===== config.mk =====
export PLATFORM = sky130hd
export DESIGN_NAME = sw_debouncer
export DESIGN_NICKNAME = d
export VERILOG_FILES = /design/src/rtl/sw_debouncer_pkg.sv /design/src/rtl/sw_debouncer_sync_2ff.sv /design/src/rtl/sw_debouncer.sv
export SDC_FILE = /design/constraint.sdc
export NUM_CORES = 1
export LEC_CHECK = 0
export ABC_AREA = 0
export ABC_CLOCK_PERIOD_IN_PS = 3800
export CAP_MARGIN = 20
export CORE_MARGIN = 3
export CORE_UTILIZATION = 53
export DETAILED_ROUTE_END_ITERATION = 7
export GPL_ROUTABILITY_DRIVEN = 0
export PLACE_DENSITY = 0.72
export SLEW_MARGIN = 20
export SYNTH_ARGS = -nofsm -noshare
export SYNTH_HDL_FRONTEND = slang
export SYNTH_SLANG_ARGS = --single-unit

===== constraint.sdc =====
create_clock -name clk -period 3.8 [get_ports clk]
set_input_delay 0.57 -clock clk [delete_from_list [all_inputs] [get_ports clk]]
set_output_delay 0.57 -clock clk [all_outputs]
set_load 0.03 [all_outputs]

===== src/rtl/sw_debouncer_pkg.sv =====
// Shared types and constants for the slide-switch debouncer.
// Holds the FSM state encoding, the board-clock debounce default and a counter-width helper.
package sw_debouncer_pkg;

  typedef enum logic {
    IDLE  = 1'b0,
    COUNT = 1'b1
  } deb_state_t;

  // 10 ms worth of cycles at the 100 MHz board clock
  localparam int DEBOUNCE_10MS_100MHZ = 1_000_000;

  function automatic int cnt_width(input int cycles);
    return $clog2(cycles) + 1;
  endfunction

endpackage


===== src/rtl/sw_debouncer_sync_2ff.sv =====
// Two-flop synchroniser for an asynchronous input bus, treated as one vector.
// Reusable for the reset button and other board pins.
module sw_debouncer_sync_2ff #(
  parameter int               WIDTH     = 1,
  parameter logic [WIDTH-1:0] RESET_VAL = '0
) (
  input  logic             clk,
  input  logic             rst,
  input  logic [WIDTH-1:0] d,
  output logic [WIDTH-1:0] q
);

  logic [WIDTH-1:0] sync1_q;
  logic [WIDTH-1:0] sync2_q;

  always_ff @(posedge clk or negedge rst) begin
    if (!rst) begin
      sync1_q <= RESET_VAL;
      sync2_q <= RESET_VAL;
    end else begin
      sync1_q <= d;
      sync2_q <= sync1_q;
    end
  end

  assign q = sync2_q;

endmodule


===== src/rtl/sw_debouncer.sv =====
// Debounces the slide-switch bus: a new synchronised value must hold for STABLE_CYCLES
// consecutive samples before it is committed to sw_db, with a one-cycle sw_changed pulse.
module sw_debouncer
  import sw_debouncer_pkg::*;
#(
  parameter int               WIDTH         = 2,
  parameter int               STABLE_CYCLES = DEBOUNCE_10MS_100MHZ,
  parameter logic [WIDTH-1:0] RESET_VAL     = '0
) (
  input  logic             clk,
  input  logic             rst,
  input  logic [WIDTH-1:0] sw_raw,
  output logic [WIDTH-1:0] sw_db,
  output logic             sw_changed,
  output logic             stable
);

  localparam int             CW   = cnt_width(STABLE_CYCLES);
  localparam logic [CW-1:0]  LAST = CW'(STABLE_CYCLES - 1);
  localparam logic [CW-1:0]  ONE  = CW'(1);

  logic [WIDTH-1:0] sync2;

  deb_state_t       state_q,   state_d;
  logic [WIDTH-1:0] cand_q,    cand_d;
  logic [WIDTH-1:0] db_q,      db_d;
  logic [CW-1:0]    cnt_q,     cnt_d;
  logic             changed_q, changed_d;
  logic             stable_q,  stable_d;

  sw_debouncer_sync_2ff #(
    .WIDTH     (WIDTH),
    .RESET_VAL (RESET_VAL)
  ) u_sync (
    .clk (clk),
    .rst (rst),
    .d   (sw_raw),
    .q   (sync2)
  );

  always_comb begin
    state_d   = state_q;
    cand_d    = cand_q;
    db_d      = db_q;
    cnt_d     = cnt_q;
    changed_d = 1'b0;
    unique case (state_q)
      IDLE: begin
        if (sync2 != db_q) begin
          cand_d  = sync2;
          cnt_d   = ONE;
          state_d = COUNT;
        end else begin
          cnt_d = '0;
        end
      end
      COUNT: begin
        if (sync2 == cand_q) begin
          if (cnt_q == LAST) begin
            db_d      = cand_q;
            changed_d = 1'b1;
            cnt_d     = '0;
            state_d   = IDLE;
          end else begin
            cnt_d = cnt_q + ONE;
          end
        end else if (sync2 == db_q) begin
          // bounced back to the committed value: abandon quietly
          cnt_d   = '0;
          state_d = IDLE;
        end else begin
          cand_d = sync2;
          cnt_d  = ONE;
        end
      end
      default: begin
        cnt_d   = '0;
        state_d = IDLE;
      end
    endcase
    stable_d = (state_d == IDLE);
  end

  always_ff @(posedge clk or negedge rst) begin
    if (!rst) begin
      state_q   <= IDLE;
      cand_q    <= RESET_VAL;
      db_q      <= RESET_VAL;
      cnt_q     <= '0;
      changed_q <= 1'b0;
      stable_q  <= 1'b1;
    end else begin
      state_q   <= state_d;
      cand_q    <= cand_d;
      db_q      <= db_d;
      cnt_q     <= cnt_d;
      changed_q <= changed_d;
      stable_q  <= stable_d;
    end
  end

  assign sw_db      = db_q;
  assign sw_changed = changed_q;
  assign stable     = stable_q;

endmodule


# --- Yosys cells after proc, flatten, opt, wreduce, memory -nomap -nowiden ---
# Index checks and enable logic that the tools add are counted.
totals:
  regBits: 32
  in_bits: 4
  out_inout_bits: 4
  elab_cells: 37
op_classes:
  addsub: 1
  n_eq_ne: 7
  n_mux: 17
  n_bitwise: 2
  n_reduce_logical: 2
ops:
  columns: ["cell", "n"]
  rows:
  - ["21-bit two-way mux", 2]
  - ["21-bit one-hot mux with 2 select lines", 1]
  - ["21-bit by 1-bit adder with 21-bit output, second input constant", 1]
  - ["21-bit by 20-bit == test with 1-bit output, second input constant", 1]
  - ["1-bit two-way mux", 9]
  - ["2-bit two-way mux", 3]
  - ["2-bit != test, second input constant", 3]
  - ["3-bit AND reduction", 2]
  - ["2-bit == test", 2]
  - ["2-bit one-hot mux with 2 select lines", 1]
  - ["2-bit != test", 1]
  - ["1-bit NOT", 2]
  - ["1-bit one-hot mux with 2 select lines", 1]

# --- Depth between registers and ports, before layout ---
# Gate-level depths: netlist of the first run.
depth:
  ltp_word: 5
  mapped_depth: 6
  ltp_nobuf: 5

# --- By module ---
# From an unflattened synthesis of the first run, not the netlist that was laid out.
hier_totals:
  hier_cells: 140
  hier_area_um2: 1481.4
by_module_without_submodules:
  columns: ["module", "instances", "cells_each", "area_each_um2", "seq_area_each_um2"]
  rows:
  - ["sw_debouncer", 1, 136, 1381.3, 701.9]
  - ["sw_debouncer_sync_2ff", 1, 4, 100.1, 100.1]

# --- Worst setup path before layout of the first run ---
# OpenSTA, ideal clock, no wires.
synth_timing:
  path_kind: "register to register"
  from: "reg cnt_q[12]"
  to: "reg db_q[0], in the netlist sw_db[0]"
  setup_time_ns: 0.125
  t_arrival_ns: 1.970
  t_required_ns: 3.675
  setup_slack_ns: 1.705
  stages_incl_launch_ff: 5
  path_buffers: 0
  period_less_slack_ns: 2.095
  cell_sequence: "dfrtp_1 > or4b_1 > or4_4 > nor3_4 > mux2_2"
synth_via:
  elab_chain_cells: 2
synth_lines:
  columns: ["item", "line_no", "rtl"]
  rows:
  - ["from (decl)", "sw_debouncer.sv:27", "logic [CW-1:0] cnt_q, cnt_d;"]
  - ["from (signal assigned)", "sw_debouncer.sv:96", "cnt_q <= cnt_d;"]
  - ["21-bit by 20-bit == test with 1-bit output", "sw_debouncer.sv:59", "if (cnt_q == LAST) begin"]
  - ["3-bit AND reduction (no line)", null, null]
  - ["to (signal assigned)", "sw_debouncer.sv:88", "db_q <= RESET_VAL;"]
  - ["to (signal assigned)", "sw_debouncer.sv:95", "db_q <= db_d;"]
  - ["to (decl)", "sw_debouncer.sv:26", "logic [WIDTH-1:0] db_q, db_d;"]
# No other way between the ends.
# A chain may end at the register's enable or synchronous reset.

# --- Worst setup path after layout of the first run ---
layout_timing:
  from: "reg cnt_q[12]"
  to: "reg cnt_q[0]"
layout_via:
  elab_chain_cells: 4
layout_lines:
  columns: ["item", "line_no", "rtl"]
  rows:
  - ["21-bit by 20-bit == test with 1-bit output", "sw_debouncer.sv:59", null]
  - ["21-bit two-way mux", "sw_debouncer.sv:59", null]
  - ["21-bit two-way mux", "sw_debouncer.sv:58", "if (sync2 == cand_q) begin"]
  - ["21-bit one-hot mux with 2 select lines", "sw_debouncer.sv:47", "unique case (state_q)"]
  - ["via cnt_d[0]", "sw_debouncer.sv:27", null]
# The timed path passes the listed nets, and every way through them passes these cells.

==> results.sh, run 1 <==
export IMPL_outcome="complete, no violations"
export IMPL_syn_area_um2=1450
export IMPL_drc=0
export IMPL_crit_fanout=22
export IMPL_boundaryPins=8
export IMPL_avgSynthCellArea_um2=10.8
export IMPL_wl_mm=2.46
export IMPL_grt_total_usage_pct=17.9
export IMPL_antenna_cells=0
export IMPL_antenna_found_initial=0
export IMPL_setup_tns_ns=0
export IMPL_hp_class="reg -> reg"
export IMPL_syn_inst=135
export IMPL_start_util_pct=57.1
export IMPL_grt_max_degree=33
export IMPL_final_min_clock_period_ns=2.28
export IMPL_cts_htree_levels=2
export IMPL_r2r_setup_slack_ns=1.52
export IMPL_clock_root_buffer="clkbuf_4"
export IMPL_critPathRequiredTime_ns=4.00
export IMPL_path_clk_slew_ns=0.10
export IMPL_reg2regPathDepth=4
export IMPL_min_period_over_period_pct=59.9
export IMPL_port_buffers=7
export IMPL_holdCritStartpoint="u_sync.sync1_q[1]"
export IMPL_layout_common_cells="dfrtp_1 (31), nor2_1 (20), xnor2_1 (11)"
export IMPL_vias=981
export IMPL_ctsHoldBuffers=0
export IMPL_grt_pass1_vias=1014
export IMPL_viasPerCell=5.48
export IMPL_die_h_um=58.4
export IMPL_hold_path_depth=0
export IMPL_area_delta_synth_final_pct=12.4
export IMPL_ys_ff_latch=32
export IMPL_timing_rr_start="cnt_q[12]"
export IMPL_final_common_cell="dfrtp_1"
export IMPL_post_cts_buffers=0
export IMPL_yosysUniqueCellTypes=27
export IMPL_ys_warn_count=0
export IMPL_timing_slew_headroom_pct=66.5
export IMPL_slew_violations=0
export IMPL_nets=153
export IMPL_skew_ns=0.00641
export IMPL_tightest_slew_ns=0.497
export IMPL_hold_ws_ns=0.362
export IMPL_cts_tree="done"
export IMPL_clock_fmax_mhz=439
export IMPL_gr_total_overflow=0
export IMPL_hpwlAfterDp_mm=1.71
export IMPL_cts_buffer_depth=2
export IMPL_leakagePower_nw=0.636
export IMPL_critPathKind="reg -> reg"
export IMPL_grt_pass1_wl_mm=4.45
export IMPL_cellPowerDensity_nw_per_um2=416
export IMPL_critPathLaunchType="flip-flop"
export IMPL_max_vdd_ir_drop_uv=367
export IMPL_rsz0062_at_grt="false"
export IMPL_min_to="u_sync.q[1]"
export IMPL_drt_initial_drc_count=24
export IMPL_clkLatencyLatePin_ns=0.34
export IMPL_ant_nets=0
export IMPL_cts_inserted_buffers=5
export IMPL_dr_pass1_iters=4
export IMPL_setup_viol=0
export IMPL_syn_nets=140
export IMPL_drive_gt1_share_pct=12.1
export IMPL_maxCapViolCount=0
export IMPL_hold_viol=0
export IMPL_core_area_um2=2540
export IMPL_endpoint_kind="flip-flop"
export IMPL_cp_arrival_ns=2.47
export IMPL_die_w_um=58.4
export IMPL_rows=18
export IMPL_wl_per_cell_um=13.7
export IMPL_die_area_um2=3410
export IMPL_reg2reg_to="cnt_q[0]"
export IMPL_ys_seq_area_share_pct=55.2
export IMPL_cts_resized=0
export IMPL_clock_sinks=32
worst max path at each step:
stage | start | to | slack (ns) | depth (start not counted)
after floorplan | cnt_q[12] | sw_db[0] | 1.70 | 4
after global routing | cnt_q[12] | cnt_q[0] | 1.37 | 4
after CTS | cnt_q[12] | cnt_q[0] | 1.51 | 4
after detailed placement | cnt_q[12] | cnt_q[0] | 1.55 | 4
after global placement | cnt_q[12] | cnt_q[0] | 1.58 | 4
final | cnt_q[12] | cnt_q[0] | 1.52 | 4
power by group:
part	total, mW	switching, mW	internal, mW
Combinational	0.0600	0.0370	0.0229
Sequential	0.366	0.0103	0.355
Clock	0.254	0.117	0.137
Total	0.680	0.164	0.515
logic make-up after synthesis:
| family | Yosys count | synth area share [%] |
|---|---|---|
| mux | 3 | 2.32 |
| xor+xnor | 19 | 11.4 |
| compound gates | 13 | 5.42 |
| simple gates | 61 | 22.7 |
| flops | 32 | 55.2 |
| buf+inv | 6 | 2.06 |
| fa+ha+maj | 1 | 0.860 |
critical path, stage by stage, from the launching register on:
cell and delay [ns]:
dfrtp_1 0.44, or4b_1 0.53, or4_4 0.59, o21bai_4 0.43, o21ai_0 0.15
synth_stat cells:
library cell,instances,area (um^2)
dfrtp_1,31,776
nor2_1,20,75.1
xnor2_1,11,96.3
nand2_1,8,30.0
o21ai_0,8,40.0
xor2_1,8,70.1
nand4_1,7,43.8
nand3_1,5,25.0
or3_1,5,31.3
a21oi_1,4,20.0
inv_1,4,15.0
mux2_2,3,33.8
nor3_1,3,15.0
nor4_1,3,18.8
buf_4,2,15.0
or4_1,2,15.0
and2_1,1,6.26
and4_1,1,8.76
dfstp_2,1,26.3
ha_1,1,12.5
nand4b_1,1,8.76
nor3_4,1,16.3
o21bai_4,1,18.8
or2_2,1,6.26
or3b_2,1,8.76
or4_4,1,11.3
or4b_1,1,10.0
per-stage QoR:
step,std cells,instance area (um^2),setup slack [ns],util (%),total power [mW]
2_1_floorplan,135,1450,1.70,-,0.413
3_3_place_gp,171,1550,1.58,61.1,0.430
3_5_place_dp,171,1550,1.55,61.1,0.433
4_1_cts,179,1630,1.51,64.2,0.691
5_1_grt,179,1630,1.37,64.2,0.714
6_report,179,1630,1.52,64.2,0.680
registers in the layout, summed over array words and instances, names as in the netlist:
register,count
cand_q,2
cnt_q,21
stable,1
state_q,1
sw_changed,1
sw_db,2
u_sync.q,2
u_sync.sync1_q,2
per-layer routing:
layer	share of wire (%)	global-route usage, %	wire [um]
met5	0	0	0
met2	45	25.2	1110
met4	2.9	11.9	71
met1	49	24.2	1190
met3	3.4	4.61	84
area by class of cell:
cell class | instances | area, um^2
Fill cell | 207 | 911
Clock buffer | 5 | 37.5
Multi-Input combinational cell | 97 | 622
Tap cell | 30 | 37.5
Sequential cell | 32 | 802
Clock inverter | 3 | 42.5
Timing Repair Buffer | 8 | 77.6
Inverter | 4 | 15.0
Power figures use the tool's default switching activity.
==> inputs of run 2 (changes only) <==
ABC_CLOCK_PERIOD_IN_PS = 2000   (was 3800)
CORE_UTILIZATION = 52   (was 53)
PLACE_DENSITY = 0.74   (was 0.72)
clock period = 2 ns   (was 3.8 ns; I/O delays follow)
==> run 2 against run 1 <==
  * The run now ends with setup timing left
  * Hold slack got worse by 0.011 ns
  * Final cell count increased by 7.8%
  * Via count increased by 8.3%
  * Combinational power increased to 2.5 times the previous value
  * Register-to-register slack got worse by 1.6 ns
  * Maximum frequency increased by 7.7%
  * Power increased by 97%
  * Setup slack got worse by 1.6 ns
  * Critical path type unchanged
  * Largest power group unchanged
  * Highest routed layer unchanged
==> results.sh, run 2 (synthesis results as in run 1) <==
export IMPL_crit_chain="or4b_4 -> or4_4 -> nor3_4 -> mux2_2"
export IMPL_min_period_over_period_pct=106
export IMPL_vias=1062
export IMPL_cts_tree="done"
export IMPL_clock_sinks=32
export IMPL_power_total_mw=1.34
export IMPL_regMostFlops="cnt_q"
export IMPL_ctsHoldBuffers=0
export IMPL_cts_buffer_depth=2
export IMPL_slowest_delay_ns=0.57
export IMPL_cts_inserted_buffers=5
export IMPL_critPathKind="reg -> reg"
export IMPL_path_clk_slew_ns=0.11
export IMPL_skew_ns=0.0205
export IMPL_cellPowerDensity_nw_per_um2=755
export IMPL_largest_reg_flops=21
export IMPL_wl_per_cell_um=14.5
export IMPL_cp_arrival_ns=2.36
export IMPL_clock_fmax_mhz=473
export IMPL_viasPerCell=5.50
export IMPL_drc=0
export IMPL_critical_path_buf_inv_count=0
export IMPL_max_vdd_ir_drop_uv=872
export IMPL_die_area_um2=3470
export IMPL_core_area_um2=2570
export IMPL_rsz0062_at_grt="true"
export IMPL_cts_htree_levels=2
export IMPL_maxCapViolCount=0
export IMPL_grt_pass1_vias=1097
export IMPL_antenna_found_initial=0
export IMPL_leakagePower_nw=0.718
export IMPL_slew_violations=0
export IMPL_wl_mm=2.80
export IMPL_setup_tns_ns=-2.06
export IMPL_port_buffers=7
export IMPL_clkLatencyLatePin_ns=0.34
export IMPL_endpoint_kind="flip-flop"
export IMPL_hold_viol=0
export IMPL_die_h_um=58.9
export IMPL_crit_family="simple AND/OR/NAND/NOR gates"
export IMPL_hpwlAfterDp_mm=1.99
export IMPL_grt_max_degree=33
export IMPL_antenna_cells=0
export IMPL_grt_pass1_wl_mm=5.11
export IMPL_ant_nets=0
export IMPL_hp_class="in -> async"
export IMPL_cp_slowest_cell="or4_4"
export IMPL_crit_fanout=3
export IMPL_rows=18
export IMPL_gr_total_overflow=0
export IMPL_nets=167
export IMPL_outcome="finished, violations left"
export IMPL_area_delta_synth_final_pct=22.0
export IMPL_critPathRequiredTime_ns=2.24
export IMPL_tightest_slew_ns=0.508
export IMPL_drt_initial_drc_count=63
export IMPL_dr_pass1_iters=5
export IMPL_critPathLaunchType="flip-flop"
export IMPL_clock_root_buffer="clkbuf_4"
export IMPL_final_common_cell="dfrtp_1"
export IMPL_cp_startpoint="cnt_q[12]"
export IMPL_setup_viol=23
export IMPL_layout_common_cells="dfrtp_1 (31), nor2_1 (20), buf_4 (13)"
export IMPL_die_w_um=58.9
export IMPL_violations="setup timing"
export IMPL_setup_ws_ns=-0.115
export IMPL_grt_total_usage_pct=20.0
export IMPL_boundaryPins=8
export IMPL_start_util_pct=56.6
export IMPL_timing_rr_start="cnt_q[12]"
export IMPL_timing_slew_headroom_pct=65.8
export IMPL_final_min_clock_period_ns=2.11
export IMPL_drive_gt1_share_pct=22.7
## run 2: cell count changes in the layout (fill, tap and decap cells not counted), sizes merged
cell	change
buf	+14
## run 2: repair_timing
action,4_1_cts,5_1_grt
setup endpoints to repair,22,24
resized for setup,2,5
pin swaps,0,1
setup buffers,0,1
## run 2: metrics by stage
step	cell area (um^2)	utilization, %	hold WS [ns]	std cells	worst slack, ns
finish	1770	69.1	0.351	193	-0.115
detailed placement	1660	64.8	0.339	184	-0.109
CTS	1750	68.2	0.363	192	-0.117
global placement	1660	64.8	0.333	184	-0.0568
global route	1770	69.1	0.371	193	-0.161
floorplan	1450	-	0.00441	135	-0.0756
## run 2: layer usage
metal  part of all wire [%]  vias up  wire, um  global-route usage, %
li1                       -      523         -                      -
met1                     47      514      1310                   26.6
met2                     47       21      1320                   31.1
met3                    4.9        4       138                   6.58
met4                    1.0        0        28                   6.47
met5                      0        -         0                      0
## run 2: final cells by class
| cell class | count | area, um^2 |
|---|---|---|
| multi-input cells | 97 | 641 |
| clock buffers | 5 | 37.5 |
| flip-flops and latches | 32 | 802 |
| repair buffers | 22 | 199 |
| clock inverters | 3 | 42.5 |
| fillers | 215 | 793 |
| inverters | 4 | 15.0 |
| well taps | 30 | 37.5 |
## run 2: path summary, 6_finish.rpt
| kind | to | slack, ns | cells past startpoint |
|---|---|---|---|
| max | sw_db[1] | -0.11 | 4 |
| min | cnt_q[9] | 0.35 | 2 |
| max reg2reg | sw_db[1] | -0.11 | 4 |
| min reg2reg | u_sync.q[1] | 0.36 | 0 |
| max in group asynchronous | stable | 1.33 | 2 |
| min in group clk | u_sync.q[1] | 0.36 | 0 |
## run 2: report_power, final
part           internal, mW  switching, mW
sequential            0.675         0.0171
combinational        0.0687         0.0827
clock                 0.261          0.235
total                  1.00          0.335
==> inputs of run 3 (changes only) <==
CORE_UTILIZATION = 53   (was 52)
CTS_CLUSTER_DIAMETER = 150   (was not set)
DONT_BUFFER_PORTS = 1   (was not set)
PLACE_DENSITY = 0.71   (was 0.74)
TNS_END_PERCENT = 5   (was not set)
==> run 3 against run 2 <==
  * The run still ends with setup timing left
  * Maximum frequency increased by 0.76%
  * Flip-flop and latch count unchanged
  * Global-route usage decreased by 1.0 points
  * Critical path type unchanged
  * Largest cell class unchanged
  * Highest routed layer unchanged
==> results.sh, run 3 (synthesis results as in run 1) <==
export IMPL_setup_ws_ns=-0.0987
export IMPL_hp_class="reg -> reg"
export IMPL_drive_gt1_share_pct=20.0
export IMPL_clock_fmax_mhz=476
export IMPL_dr_pass1_iters=4
export IMPL_intPower_uw=947
export IMPL_outcome="finished, violations left"
export IMPL_layout_common_cells="dfrtp_1 (31), nor2_1 (20), buf_4 (14)"
export IMPL_gr_total_overflow=0
export IMPL_crit_fanout=3
export IMPL_antenna_found_initial=0
export IMPL_nets=164
export IMPL_die_h_um=58.4
export IMPL_hpwlAfterDp_mm=1.90
export IMPL_boundaryPins=8
export IMPL_rows=18
export IMPL_path_clk_slew_ns=0.10
export IMPL_clock_sinks=32
export IMPL_cellPowerDensity_nw_per_um2=727
export IMPL_min_period_over_period_pct=105
export IMPL_combPwrFrac_pct=10.6
export IMPL_clock_root_buffer="clkbuf_4"
export IMPL_power_frac_seq_pct=56.3
export IMPL_final_common_cell="dfrtp_1"
export IMPL_start_util_pct=57.1
export IMPL_regMostFlops="cnt_q"
export IMPL_viasPerCell=5.63
export IMPL_hold_viol=0
export IMPL_cts_tree="done"
export IMPL_grt_pass1_vias=1104
export IMPL_p_clk_share_pct=33.1
export IMPL_critPathKind="reg -> reg"
export IMPL_core_area_um2=2540
export IMPL_cts_resized=0
export IMPL_switchingPower_uw=304
export IMPL_timing_slew_headroom_pct=72.1
export IMPL_skew_ns=0.00712
export IMPL_regArea_um2=802
export IMPL_wl_per_cell_um=14.4
export IMPL_drc=0
export IMPL_drt_initial_drc_count=32
export IMPL_post_cts_buffers=0
export IMPL_endpoint_kind="flip-flop"
export IMPL_rsz0062_at_grt="true"
export IMPL_cts_htree_levels=2
export IMPL_final_min_clock_period_ns=2.10
export IMPL_largest_reg_flops=21
export IMPL_violations="setup timing"
export IMPL_max_vdd_ir_drop_uv=618
export IMPL_setup_tns_ns=-0.666
export IMPL_antenna_cells=0
export IMPL_port_buffers=0
export IMPL_die_area_um2=3410
export IMPL_slew_violations=0
export IMPL_grt_max_degree=33
export IMPL_grt_pass1_wl_mm=4.80
export IMPL_area_delta_synth_final_pct=18.3
export IMPL_critPathRequiredTime_ns=2.22
export IMPL_setup_viol=19
export IMPL_die_w_um=58.4
export IMPL_cp_arrival_ns=2.31
export IMPL_swShare_pct=24.3
export IMPL_maxCapViolCount=0
export IMPL_vias=1070
export IMPL_post_route_util_pct=67.6
export IMPL_cts_inserted_buffers=5
export IMPL_wl_mm=2.73
export IMPL_clkLatencyLatePin_ns=0.32
export IMPL_tightest_slew_ns=0.415
export IMPL_num_fill_cells=201
export IMPL_critPathLaunchType="flip-flop"
export IMPL_ant_nets=0
export IMPL_cts_buffer_depth=2
export IMPL_multi_input_comb_area_um2=622
export IMPL_leakagePower_nw=0.704
export IMPL_grt_total_usage_pct=19.0
[run 3: path summary, 6_finish.rpt]
path / start / end / slack [ns] / cells past startpoint
setup / recovery: cnt_q[12] / sw_db[1] / -0.1 / 4
hold / removal: u_sync.sync1_q[1] / u_sync.q[1] / 0.36 / 0
setup reg to reg: cnt_q[12] / sw_db[1] / -0.1 / 4
hold reg to reg: u_sync.sync1_q[1] / u_sync.q[1] / 0.36 / 0
max in group asynchronous: rst / stable / 1.36 / 2
min in group asynchronous: rst / cnt_q[12] / 0.41 / 2
[run 3: critical path: stages, from the launching register on]
cell     delay [ns]
dfrtp_1        0.40
or4b_1         0.51
or4_4          0.57
nor3_4         0.16
mux2_2         0.36
[run 3: metrics by stage]
stage	worst slack (ns)	total power, mW	instances	area [um^2]	hold WS [ns]
2_1_floorplan	-0.0756	0.784	135	1450	0.00441
3_3_place_gp	-0.0434	0.824	178	1600	0.00503
3_5_place_dp	-0.0845	0.826	178	1600	0.00507
4_1_cts	-0.0973	1.26	190	1720	0.362
5_1_grt	-0.160	1.31	190	1720	0.368
6_report	-0.0987	1.25	190	1720	0.362
[run 3: power groups by stage]
stage | Sequential (mW) | Clock [mW] | Combinational, mW
after floorplan | 0.712 | 0 | 0.0723
after global placement | 0.714 | 0 | 0.110
after detailed placement | 0.715 | 0 | 0.111
after CTS | 0.704 | 0.425 | 0.135
after global routing | 0.707 | 0.460 | 0.146
final | 0.704 | 0.414 | 0.133
[run 3: final cells by class]
cell class | instances | area share [%]
well taps | 30 | 2.18
repair buffers | 19 | 10.2
multi-input cells | 97 | 36.1
inverters | 4 | 0.873
flip-flops and latches | 32 | 46.6
clock buffers | 8 | 4.00
[run 3: timing repair]
| action | 4_1_cts | 5_1_grt |
|---|---|---|
| cloned | 0 | 0 |
| setup endpoints to repair | 19 | 21 |
| hold endpoints to repair | 34 | 0 |
| hold buffers | 4 | 0 |
[run 3: layer usage]
| layer | part of all wire [%] | wire length, um | global-route usage, % | vias up |
|---|---|---|---|---|
| met5 | 0 | 0 | 0 | - |
| met4 | 1.5 | 40 | 6.95 | 0 |
| met3 | 4.0 | 109 | 7.24 | 6 |
| met2 | 47 | 1290 | 29.8 | 24 |
| met1 | 47 | 1290 | 23.9 | 520 |
| li1 | - | - | - | 520 |
